### src/rtl/sram_access_ctrl_if.sv
// sram_access_ctrl_if: client-side command, write-beat and read-beat channels of sram_access_ctrl.
//   cmd_*  : burst command (write flag, start address, length minus one), valid/ready
//   wd_*   : write beats, valid/ready
//   rd_*   : read beats with last-beat flag, valid/ready
//   master : client side, slave : controller side
interface sram_access_ctrl_if #(
    parameter int DATA_WIDTH = 128,
    parameter int ADDR_WIDTH = 10,
    parameter int LEN_WIDTH  = 4
);
    logic                  cmd_valid;
    logic                  cmd_ready;
    logic                  cmd_write;
    logic [ADDR_WIDTH-1:0] cmd_addr;
    logic [LEN_WIDTH-1:0]  cmd_len;
    logic                  wd_valid;
    logic                  wd_ready;
    logic [DATA_WIDTH-1:0] wd_data;
    logic                  rd_valid;
    logic                  rd_ready;
    logic [DATA_WIDTH-1:0] rd_data;
    logic                  rd_last;

    modport master (
        output cmd_valid, cmd_write, cmd_addr, cmd_len, wd_valid, wd_data, rd_ready,
        input  cmd_ready, wd_ready, rd_valid, rd_data, rd_last
    );

    modport slave (
        input  cmd_valid, cmd_write, cmd_addr, cmd_len, wd_valid, wd_data, rd_ready,
        output cmd_ready, wd_ready, rd_valid, rd_data, rd_last
    );
endinterface

### src/rtl/sram_access_ctrl.sv
// sram_access_ctrl: burst controller owning the write/read port of a 1-cycle-latency SRAM.
//   clk, rst_n        : clock, asynchronous active-low reset
//   bus (slave)       : cmd / wd / rd channels from the client
//   sram_wen/wadr/wdata, sram_ren/radr, sram_rdata : SRAM port
//   busy              : FSM active or read beats still buffered
//   stat_wr_beats/stat_rd_beats : beat counters when SRAM_CTRL_STATS_EN is defined, else 0
module sram_access_ctrl #(
    parameter int DATA_WIDTH = 128,
    parameter int ADDR_WIDTH = 10,
    parameter int DEPTH      = 1024,
    parameter int LEN_WIDTH  = 4
) (
    input  logic                  clk,
    input  logic                  rst_n,
    sram_access_ctrl_if.slave     bus,
    output logic                  sram_wen,
    output logic [ADDR_WIDTH-1:0] sram_wadr,
    output logic [DATA_WIDTH-1:0] sram_wdata,
    output logic                  sram_ren,
    output logic [ADDR_WIDTH-1:0] sram_radr,
    input  logic [DATA_WIDTH-1:0] sram_rdata,
    output logic                  busy,
    output logic [31:0]           stat_wr_beats,
    output logic [31:0]           stat_rd_beats
);
    typedef enum logic [1:0] {IDLE, WRITE, READ, DRAIN} state_t;
    state_t                state;
    logic [ADDR_WIDTH-1:0] base;
    logic [LEN_WIDTH-1:0]  beat;
    logic [LEN_WIDTH-1:0]  len;
    logic                  cmd_rdy;
    logic                  wd_rdy;
    logic [ADDR_WIDTH-1:0] adr;
    logic                  wd_fire;
    logic                  pop;
    logic                  credit;
    logic [2:0]            occ;
    logic [DATA_WIDTH-1:0] buf_data [2];
    logic [1:0]            buf_last;
    logic                  rp;
    logic                  wp;
    logic [1:0]            cnt;
    logic                  pend;
    logic                  pend_last;
    logic                  valid;

    // Masking with DEPTH-1 gives the mod-DEPTH wrap since DEPTH is 2**ADDR_WIDTH.
    assign adr        = (base + ADDR_WIDTH'(beat)) & ADDR_WIDTH'(DEPTH - 1);
    assign wd_fire    = bus.wd_valid & wd_rdy;
    assign valid      = cnt != 2'd0;
    assign pop        = valid & bus.rd_ready;
    // Occupancy after this edge including the read in flight; a pop this cycle frees a slot.
    assign occ        = 3'(cnt) + 3'(pend) - 3'(pop);
    assign credit     = occ < 3'd2;
    assign sram_wen   = wd_fire;
    assign sram_wadr  = wd_fire ? adr : '0;
    assign sram_wdata = wd_fire ? bus.wd_data : '0;
    assign sram_ren   = state == READ && credit;
    assign sram_radr  = sram_ren ? adr : '0;
    assign busy       = state != IDLE || valid;
    assign bus.cmd_ready = cmd_rdy;
    assign bus.wd_ready  = wd_rdy;
    assign bus.rd_valid  = valid;
    assign bus.rd_data   = buf_data[rp];
    assign bus.rd_last   = buf_last[rp];

    // Ready outputs are registered alongside the state so they track it exactly.
    always_ff @(posedge clk or negedge rst_n) begin
        if (!rst_n) begin
            state   <= IDLE;
            base    <= '0;
            beat    <= '0;
            len     <= '0;
            cmd_rdy <= 1'b0;
            wd_rdy  <= 1'b0;
        end else begin
            case (state)
                IDLE: begin
                    if (bus.cmd_valid && cmd_rdy) begin
                        base    <= bus.cmd_addr;
                        beat    <= '0;
                        len     <= bus.cmd_len;
                        state   <= bus.cmd_write ? WRITE : READ;
                        cmd_rdy <= 1'b0;
                        wd_rdy  <= bus.cmd_write;
                    end else begin
                        cmd_rdy <= 1'b1;
                    end
                end
                WRITE: begin
                    if (wd_fire) begin
                        beat <= beat + 1'b1;
                        if (beat == len) begin
                            state   <= IDLE;
                            cmd_rdy <= 1'b1;
                            wd_rdy  <= 1'b0;
                        end
                    end
                end
                READ: begin
                    if (sram_ren) begin
                        beat <= beat + 1'b1;
                        if (beat == len) state <= DRAIN;
                    end
                end
                default: begin
                    state   <= IDLE;
                    cmd_rdy <= 1'b1;
                end
            endcase
        end
    end

    // Response buffer: rdata is captured the cycle after ren, in issue order.
    always_ff @(posedge clk or negedge rst_n) begin
        if (!rst_n) begin
            pend        <= 1'b0;
            pend_last   <= 1'b0;
            buf_data[0] <= '0;
            buf_data[1] <= '0;
            buf_last    <= '0;
            rp          <= 1'b0;
            wp          <= 1'b0;
            cnt         <= '0;
        end else begin
            pend      <= sram_ren;
            pend_last <= sram_ren && beat == len;
            if (pend) begin
                buf_data[wp] <= sram_rdata;
                buf_last[wp] <= pend_last;
                wp           <= ~wp;
            end
            if (pop) rp <= ~rp;
            cnt <= cnt + 2'(pend) - 2'(pop);
        end
    end

`ifdef SRAM_CTRL_STATS_EN
    always_ff @(posedge clk or negedge rst_n) begin
        if (!rst_n) begin
            stat_wr_beats <= '0;
            stat_rd_beats <= '0;
        end else begin
            if (sram_wen && !(&stat_wr_beats)) stat_wr_beats <= stat_wr_beats + 1'b1;
            if (pop && !(&stat_rd_beats)) stat_rd_beats <= stat_rd_beats + 1'b1;
        end
    end
`else
    assign stat_wr_beats = '0;
    assign stat_rd_beats = '0;
`endif
endmodule

### src/flat_wrapper.sv
// flat-port wrapper written by rule: the top's interface ports become plain ports
module sram_access_ctrl_flat 
#(
    parameter int DATA_WIDTH = 128,
    parameter int ADDR_WIDTH = 10,
    parameter int DEPTH      = 1024,
    parameter int LEN_WIDTH  = 4
)
  (clk, rst_n, sram_wen, sram_wadr, sram_wdata, sram_ren, sram_radr, sram_rdata, busy, stat_wr_beats, stat_rd_beats, bus_cmd_valid, bus_cmd_write, bus_cmd_addr, bus_cmd_len, bus_wd_valid, bus_wd_data, bus_rd_ready, bus_cmd_ready, bus_wd_ready, bus_rd_valid, bus_rd_data, bus_rd_last);
  sram_access_ctrl_if #(.DATA_WIDTH(DATA_WIDTH), .ADDR_WIDTH(ADDR_WIDTH), .LEN_WIDTH(LEN_WIDTH)) bus_i ();
  input  logic clk;
  input  logic rst_n;
  output logic sram_wen;
  output logic [ADDR_WIDTH-1:0] sram_wadr;
  output logic [DATA_WIDTH-1:0] sram_wdata;
  output logic sram_ren;
  output logic [ADDR_WIDTH-1:0] sram_radr;
  input  logic [DATA_WIDTH-1:0] sram_rdata;
  output logic busy;
  output logic [31:0] stat_wr_beats;
  output logic [31:0] stat_rd_beats;
  input wire logic [$bits(bus_i.cmd_valid)-1:0] bus_cmd_valid;
  input wire logic [$bits(bus_i.cmd_write)-1:0] bus_cmd_write;
  input wire logic [$bits(bus_i.cmd_addr)-1:0] bus_cmd_addr;
  input wire logic [$bits(bus_i.cmd_len)-1:0] bus_cmd_len;
  input wire logic [$bits(bus_i.wd_valid)-1:0] bus_wd_valid;
  input wire logic [$bits(bus_i.wd_data)-1:0] bus_wd_data;
  input wire logic [$bits(bus_i.rd_ready)-1:0] bus_rd_ready;
  output wire logic [$bits(bus_i.cmd_ready)-1:0] bus_cmd_ready;
  output wire logic [$bits(bus_i.wd_ready)-1:0] bus_wd_ready;
  output wire logic [$bits(bus_i.rd_valid)-1:0] bus_rd_valid;
  output wire logic [$bits(bus_i.rd_data)-1:0] bus_rd_data;
  output wire logic [$bits(bus_i.rd_last)-1:0] bus_rd_last;
  assign bus_i.cmd_valid = bus_cmd_valid;
  assign bus_i.cmd_write = bus_cmd_write;
  assign bus_i.cmd_addr = bus_cmd_addr;
  assign bus_i.cmd_len = bus_cmd_len;
  assign bus_i.wd_valid = bus_wd_valid;
  assign bus_i.wd_data = bus_wd_data;
  assign bus_i.rd_ready = bus_rd_ready;
  assign bus_cmd_ready = bus_i.cmd_ready;
  assign bus_wd_ready = bus_i.wd_ready;
  assign bus_rd_valid = bus_i.rd_valid;
  assign bus_rd_data = bus_i.rd_data;
  assign bus_rd_last = bus_i.rd_last;
  sram_access_ctrl #(.DATA_WIDTH(DATA_WIDTH), .ADDR_WIDTH(ADDR_WIDTH), .DEPTH(DEPTH), .LEN_WIDTH(LEN_WIDTH)) u_core (.clk(clk), .rst_n(rst_n), .bus(bus_i), .sram_wen(sram_wen), .sram_wadr(sram_wadr), .sram_wdata(sram_wdata), .sram_ren(sram_ren), .sram_radr(sram_radr), .sram_rdata(sram_rdata), .busy(busy), .stat_wr_beats(stat_wr_beats), .stat_rd_beats(stat_rd_beats));
endmodule
### config.mk
export PLATFORM = sky130hd
export DESIGN_NAME = sram_access_ctrl_flat
export DESIGN_NICKNAME = d
export VERILOG_FILES = /design/src/rtl/sram_access_ctrl_if.sv /design/src/rtl/sram_access_ctrl.sv /design/src/flat_wrapper.sv
export SDC_FILE = /design/constraint.sdc
export NUM_CORES = 1
export LEC_CHECK = 0
export BUFFER_PORTS_ARGS = -buffer_cell sky130_fd_sc_hd__buf_2
export CAP_MARGIN = 5
export CORE_AREA = 2 2 245 247
export CTS_CLUSTER_SIZE = 16
export DETAILED_ROUTE_END_ITERATION = 12
export DIE_AREA = 0 0 247 249
export PLACE_DENSITY = 0.44
export SYNTH_ARGS = -nofsm -noshare
export SYNTH_HDL_FRONTEND = slang
export SYNTH_SLANG_ARGS = --single-unit
### constraint.sdc
create_clock -name clk -period 5.4 [get_ports clk]
set_input_delay 0.81 -clock clk [delete_from_list [all_inputs] [get_ports clk]]
set_output_delay 0.81 -clock clk [all_outputs]
set_load 0.02 [all_outputs]
== Yosys cells after proc, flatten, opt, wreduce, memory -nomap -nowiden ==
Cells that the tools add are included.
Word-level totals
  input port bits: 276
  ROM bits: 0
  output and inout bits: 347
  flip-flop bits (word level): 286
  memories kept: 0
  latch bits: 0
  word-level logic and storage cells: 91
  RAM bits: 0
Operators by class
  add/sub/neg operators: 6
  multipliers: 0
  shifts and indexed selects: 0
  bitwise logic cells: 7
  reduce and logical (&&, ||, !) cells: 16
  eq/ne operators: 8
  $lt $le $gt $ge: 7
  div/mod/pow operators: 0
  multiplexer cells: 33
Operator list (number)
  $mux W128: 5
  $bwmux W256: 1
  $demux W128 S1: 1
  $mux W10: 2
  $mux W2: 6
  $mux W4: 3
  $pmux W4 S3: 1
  $add A10 B4 Y10: 1
  $mux W1: 9
  $ne A2 B1 Y1 const B: 4
  $reduce_and A4 Y1: 2
  $pmux W2 S3: 1
  $reduce_bool A2 Y1: 3
  $logic_and A1 B1 Y1: 5
  $reduce_and A5 Y1: 1
  $add A4 B1 Y4 const B: 1
  $eq A4 B4 Y1: 1
  $ge A2 B2 Y1 const B: 2
  $lt A1 B2 Y1 const B: 2
  $not A1 Y2: 2
  $add A2 B1 Y3: 1
  $lt A3 B2 Y1 const B: 1
  $not A1 Y1: 3
  $pmux W1 S3: 1
  17 further kinds: 18

== Logic depth before layout (Yosys ltp) ==
  word-level depth: 7
  gate-level depth with buffers: 12
  gate-level depth less buffers: 12

== Least setup slack after synthesis ==
No wires, ideal clock.
  kind: input to output
  from: input port bus_rd_ready
  to: output port sram_radr[2]
  setup slack: 1.967 ns
  path buffers: 1
  data arrival time: 2.623 ns
  stages on the path: 10
  required time: 4.590 ns
  cell sequence: and2_1 -> ha_1 -> inv_1 -> ha_1 -> fa_1 -> xnor2_1 -> nor2_1 -> nand2_1 -> clkbuf_1 -> nor2_1
Between the ends
  longest elaborated chain between the ends: 5
RTL lines
  start, declared: RTL line flat_wrapper.sv:28  | input wire logic [$bits(bus_i.rd_ready)-1:0] bus_rd_ready;
  $and A1 B1 Y1: RTL line sram_access_ctrl.sv:51  | assign pop = valid & bus.rd_ready;
  $sub A3 B1 Y3: RTL line sram_access_ctrl.sv:53  | assign occ = 3'(cnt) + 3'(pend) - 3'(pop);
  $lt A3 B2 Y1: RTL line sram_access_ctrl.sv:54  | assign credit = occ < 3'd2;
  $logic_and A1 B1 Y1: RTL line sram_access_ctrl.sv:58  | assign sram_ren = state == READ && credit;
  $mux W10: RTL line sram_access_ctrl.sv:59  | assign sram_radr = sram_ren ? adr : '0;
  end, declared: RTL line flat_wrapper.sv:17  | output logic [ADDR_WIDTH-1:0] sram_radr;
No other way between the ends.

== Worst setup path in the final report ==
  from: register u_core.cnt[1]
  to: output port sram_radr[8]
Between the ends
  longest elaborated chain between the ends: 6
RTL lines
  start, declared: RTL line sram_access_ctrl.sv:42  | logic [1:0] cnt;
  start signal, assigned: RTL line sram_access_ctrl.sv:134  | cnt <= cnt + 2'(pend) - 2'(pop);
  $reduce_bool A2 Y1: RTL line sram_access_ctrl.sv:50  | assign valid = cnt != 2'd0;
  $and A1 B1 Y1: RTL line sram_access_ctrl.sv:51
  via u_core.pop: RTL line sram_access_ctrl.sv:35  | logic pop;
  $sub A3 B1 Y3: RTL line sram_access_ctrl.sv:53
  $lt A3 B2 Y1: RTL line sram_access_ctrl.sv:54
  $logic_and A1 B1 Y1: RTL line sram_access_ctrl.sv:58
  $mux W10: RTL line sram_access_ctrl.sv:59
The timed path passes the listed nets, and every way through them passes these cells.

==> summary.md <==
| Metric | Value |
|---|---|
| Int Pwr | `7.30 mW` |
| Initial antenna violation count | `18` |
| GR Util All Layers | `0.155` |
| Leak | `9.52 nW` |
| Via density | `4.28` |
| Seq/Total Area, Yosys | `0.507` |
| Peak supply drop | `0.268 mV` |
| IO Count | `623` |
| Yosys top cell area share | `0.507` |
| R2R Path Start | `u_core.cnt[1]$_DFF_PN0_` |
| Flop pwr share | `0.317` |
| Commonest cells in the netlist | `mux2_2 (401), dfrtp_1 (286), and3_1 (129)` |
| GRT overflow | `0` |
| First-pass detailed-route iteration total | `4` |
| Clk Latency, worst-skew pair | `0.54 ns` |
| Final TNS setup | `0 ns` |
| Clk_skew | `0.0274 ns` |
| Drt drc | `0` |
| Hold Vio Cnt, Final | `0` |
| Syn-to-layout area delta | `31.9%` |
| HPWL after detailed placement | `37.1 mm` |
| Clock Tree Buf Depth | `3` |
| Crit end category | `primary output` |
| Die width | `247 um` |
| Setup Fix Bufs, Post-CTS | `0` |
| Synth top area cells | `dfrtp_1 (51%), mux2_2 (32%), and3_1 (5.7%)` |
| Worst Hold Class | `in2async` |
| Ys Warns | `0` |
| EDFF count, synth | `0` |
| Kind of critical path | `reg2out` |
| #FFs+latches synth | `286` |
| Vias in the first global route | `10805` |
| Via count | `10327` |
| Fmax achieved | `247 MHz` |
| Clk Tree Root Cell | `clkbuf_16` |
| Largest net degree at the start of global routing | `130` |
| Pwr dens | `639 nW/um^2` |
| Netlist cell types | `30` |
| Filler cell count | `6000` |
| Row cnt | `89` |
| Slew margin rel. | `0.340` |
| WL met2 | `22.7 mm` |
| CP arrival | `3.24 ns` |
| Clk slew on worst S/H paths | `0.06 ns` |
| Clk sink count | `286` |
| Post-Syn Area | `14100 um^2` |
| Starting density of the core | `0.240` |
| RSZ-0062 raised after global routing | `false` |
| Core ar. | `58700 um^2` |
| Crit Reg-Reg Endpoint | `u_core.beat[3]$_DFFE_PN0P_` |
| Final setup violation count | `0` |
| Die area | `61500 um^2` |
| Async S/R FF share, synth | `1.00` |
| H-tree lvl count | `2` |
| Worst-margin pin slew | `0.989 ns` |
| Top Metal Used | `met5` |
| Clock power share | `0.201` |
| Cts hold-fix bufs | `0` |
| Fin nets | `1900` |
| Routed Antenna Nets | `0` |
| Worst setup SP type | `register` |
| Status | `finished, final reports clean` |
| Core Util, Final | `0.317` |
| R2R Setup Slk | `2.65 ns` |
| Die Span Y | `249 um` |
| Worst EP required | `4.59 ns` |
| Placed cells | `2347` |
| First-pass GRT wire length | `70.9 mm` |
| Logic pwr share | `0.482` |
| Syn Area/Cell | `13.1 um^2` |
| Switching fraction of total power | `0.387` |
| Yosys top cell by area | `dfrtp_1` |
| Fin crit period | `4.05 ns` |
| Dpl ws | `1.55 ns` |
| Routed len/inst | `20.4 um` |
| Iteration-0 DRC count of the detailed router | `390` |
| IO buf count | `558` |
| Reg2reg path depth | `12` |
| Met1 WL | `19.1 mm` |
| Ratio of cells with drive above 1 in the final layout | `0.633` |
| Final Cycle Share | `0.750` |
| Final GP Congestion | `1.07` |
| Gate Count Post-Synth | `1079` |
| Final Max Slew Viols | `0` |
| Switching pwr | `4.61 mW` |
| Final WL | `49.2 mm` |
| Worst Setup SP | `u_core.cnt[1]$_DFF_PN0_` |
| Met3 wire length | `5.69 mm` |
| Cts bufs inserted | `35` |
| Resized Gates After CTS | `0` |
| Setup WS post-layout | `1.35 ns` |
| Max Cap Viol | `0` |
| Critical Path Fanout Max | `12` |
| Count leader, synth | `mux2_2` |
| Layout Cells excl Fill | `2412` |
| CTS tree | `built` |
| Top_reg_cell synth | `dfrtp_1` |
[through the flow]
step,total power [mW],hold WS (ns),area [um^2]
3_5_place_dp,9.66,0.487,17400
6_report,11.9,0.301,18600
2_1_floorplan,7.82,0.463,14300
5_1_grt,12.7,0.362,18600
4_1_cts,12.1,0.356,18600
3_3_place_gp,9.55,0.481,17400
[cell families (layout without fill, tap and decap cells)]
kind of cell	after synthesis	after routing	share of synthesized area
and+or+nand+nor	187	187	0.0761
other	1	68	0.000266
muxes	402	402	0.321
DFF	286	286	0.507
buffers and inverters	151	644	0.0630
AOI/OAI and AO/OA	24	24	0.0106
xor gates and xnor gates	15	15	0.00931
adders and majority gates	13	13	0.0126
[cell usage in the layout (no fill, tap or decap), types with 8 or more instances in the layout]
master | synthesis | routed
and3_1 | 129 | 129
dfrtp_1 | 286 | 284
buf_2 | 30 | 557
ha_1 | 11 | 11
conb_1 | 1 | 64
xnor2_1 | 8 | 8
nand2_1 | 12 | 11
mux2_2 | 401 | 401
clkbuf_16 | 0 | 36
clkbuf_8 | 0 | 11
nor2_1 | 25 | 25
inv_1 | 14 | 14
buf_4 | 76 | 8
o21ai_0 | 12 | 12
[registers in the layout, indices dropped and copies added, names as in the netlist, 2 cells and up]
register,count
u_core.len,4
u_core.buf_last,2
u_core.cnt,2
u_core.beat,4
u_core.state,2
u_core.buf_data,256
u_core.base,10
[worst max path at each step]
stage	cells past startpoint	slack, ns	endpoint
after global placement	11	1.48	sram_radr[8]
final	12	1.35	sram_radr[8]
after detailed placement	11	1.55	sram_radr[8]
after CTS	12	1.23	sram_radr[8]
after global routing	12	1.04	sram_ren
after floorplan	10	1.97	sram_radr[2]
[cell type report]
| type | instances | area (um^2) | share of cell area |
|---|---|---|---|
| antenna | 4 | 10.0 | 0.000538 |
| clock buffer | 53 | 1070 | 0.0577 |
| clock inverter | 8 | 109 | 0.00585 |
| inverter | 14 | 52.6 | 0.00282 |
| multi-input combinational | 705 | 6320 | 0.339 |
| sequential | 286 | 7160 | 0.385 |
| tap | 773 | 967 | 0.0520 |
| timing repair buffer | 569 | 2920 | 0.157 |
[power groups by stage]
stage,combinational [mW],clock (mW),sequential (mW)
final,5.74,2.40,3.77
after CTS,5.87,2.50,3.78
after global routing,6.19,2.59,3.92
after floorplan,4.21,0,3.61
after detailed placement,5.84,0,3.82
after global placement,5.80,0,3.75
[worst max-delay path, stage by stage (launching register included)]
cell and delay [ns]:
dfrtp_1 0.40, inv_1 0.12, nand2_1 0.09, and2_1 0.18, ha_1 0.28, inv_1 0.04, ha_1 0.18, fa_1 0.38
xnor2_1 0.16, nor2_1 0.10, nand2_1 0.33, nor2_1 0.22, buf_2 0.22
[metal layers]
metal,GRT usage,up-vias
met3,0.0761,87
li1,-,4757
met1,0.178,5075
met4,0.0520,32
met5,0,-
met2,0.248,376
Power figures use the tool's default switching activity.
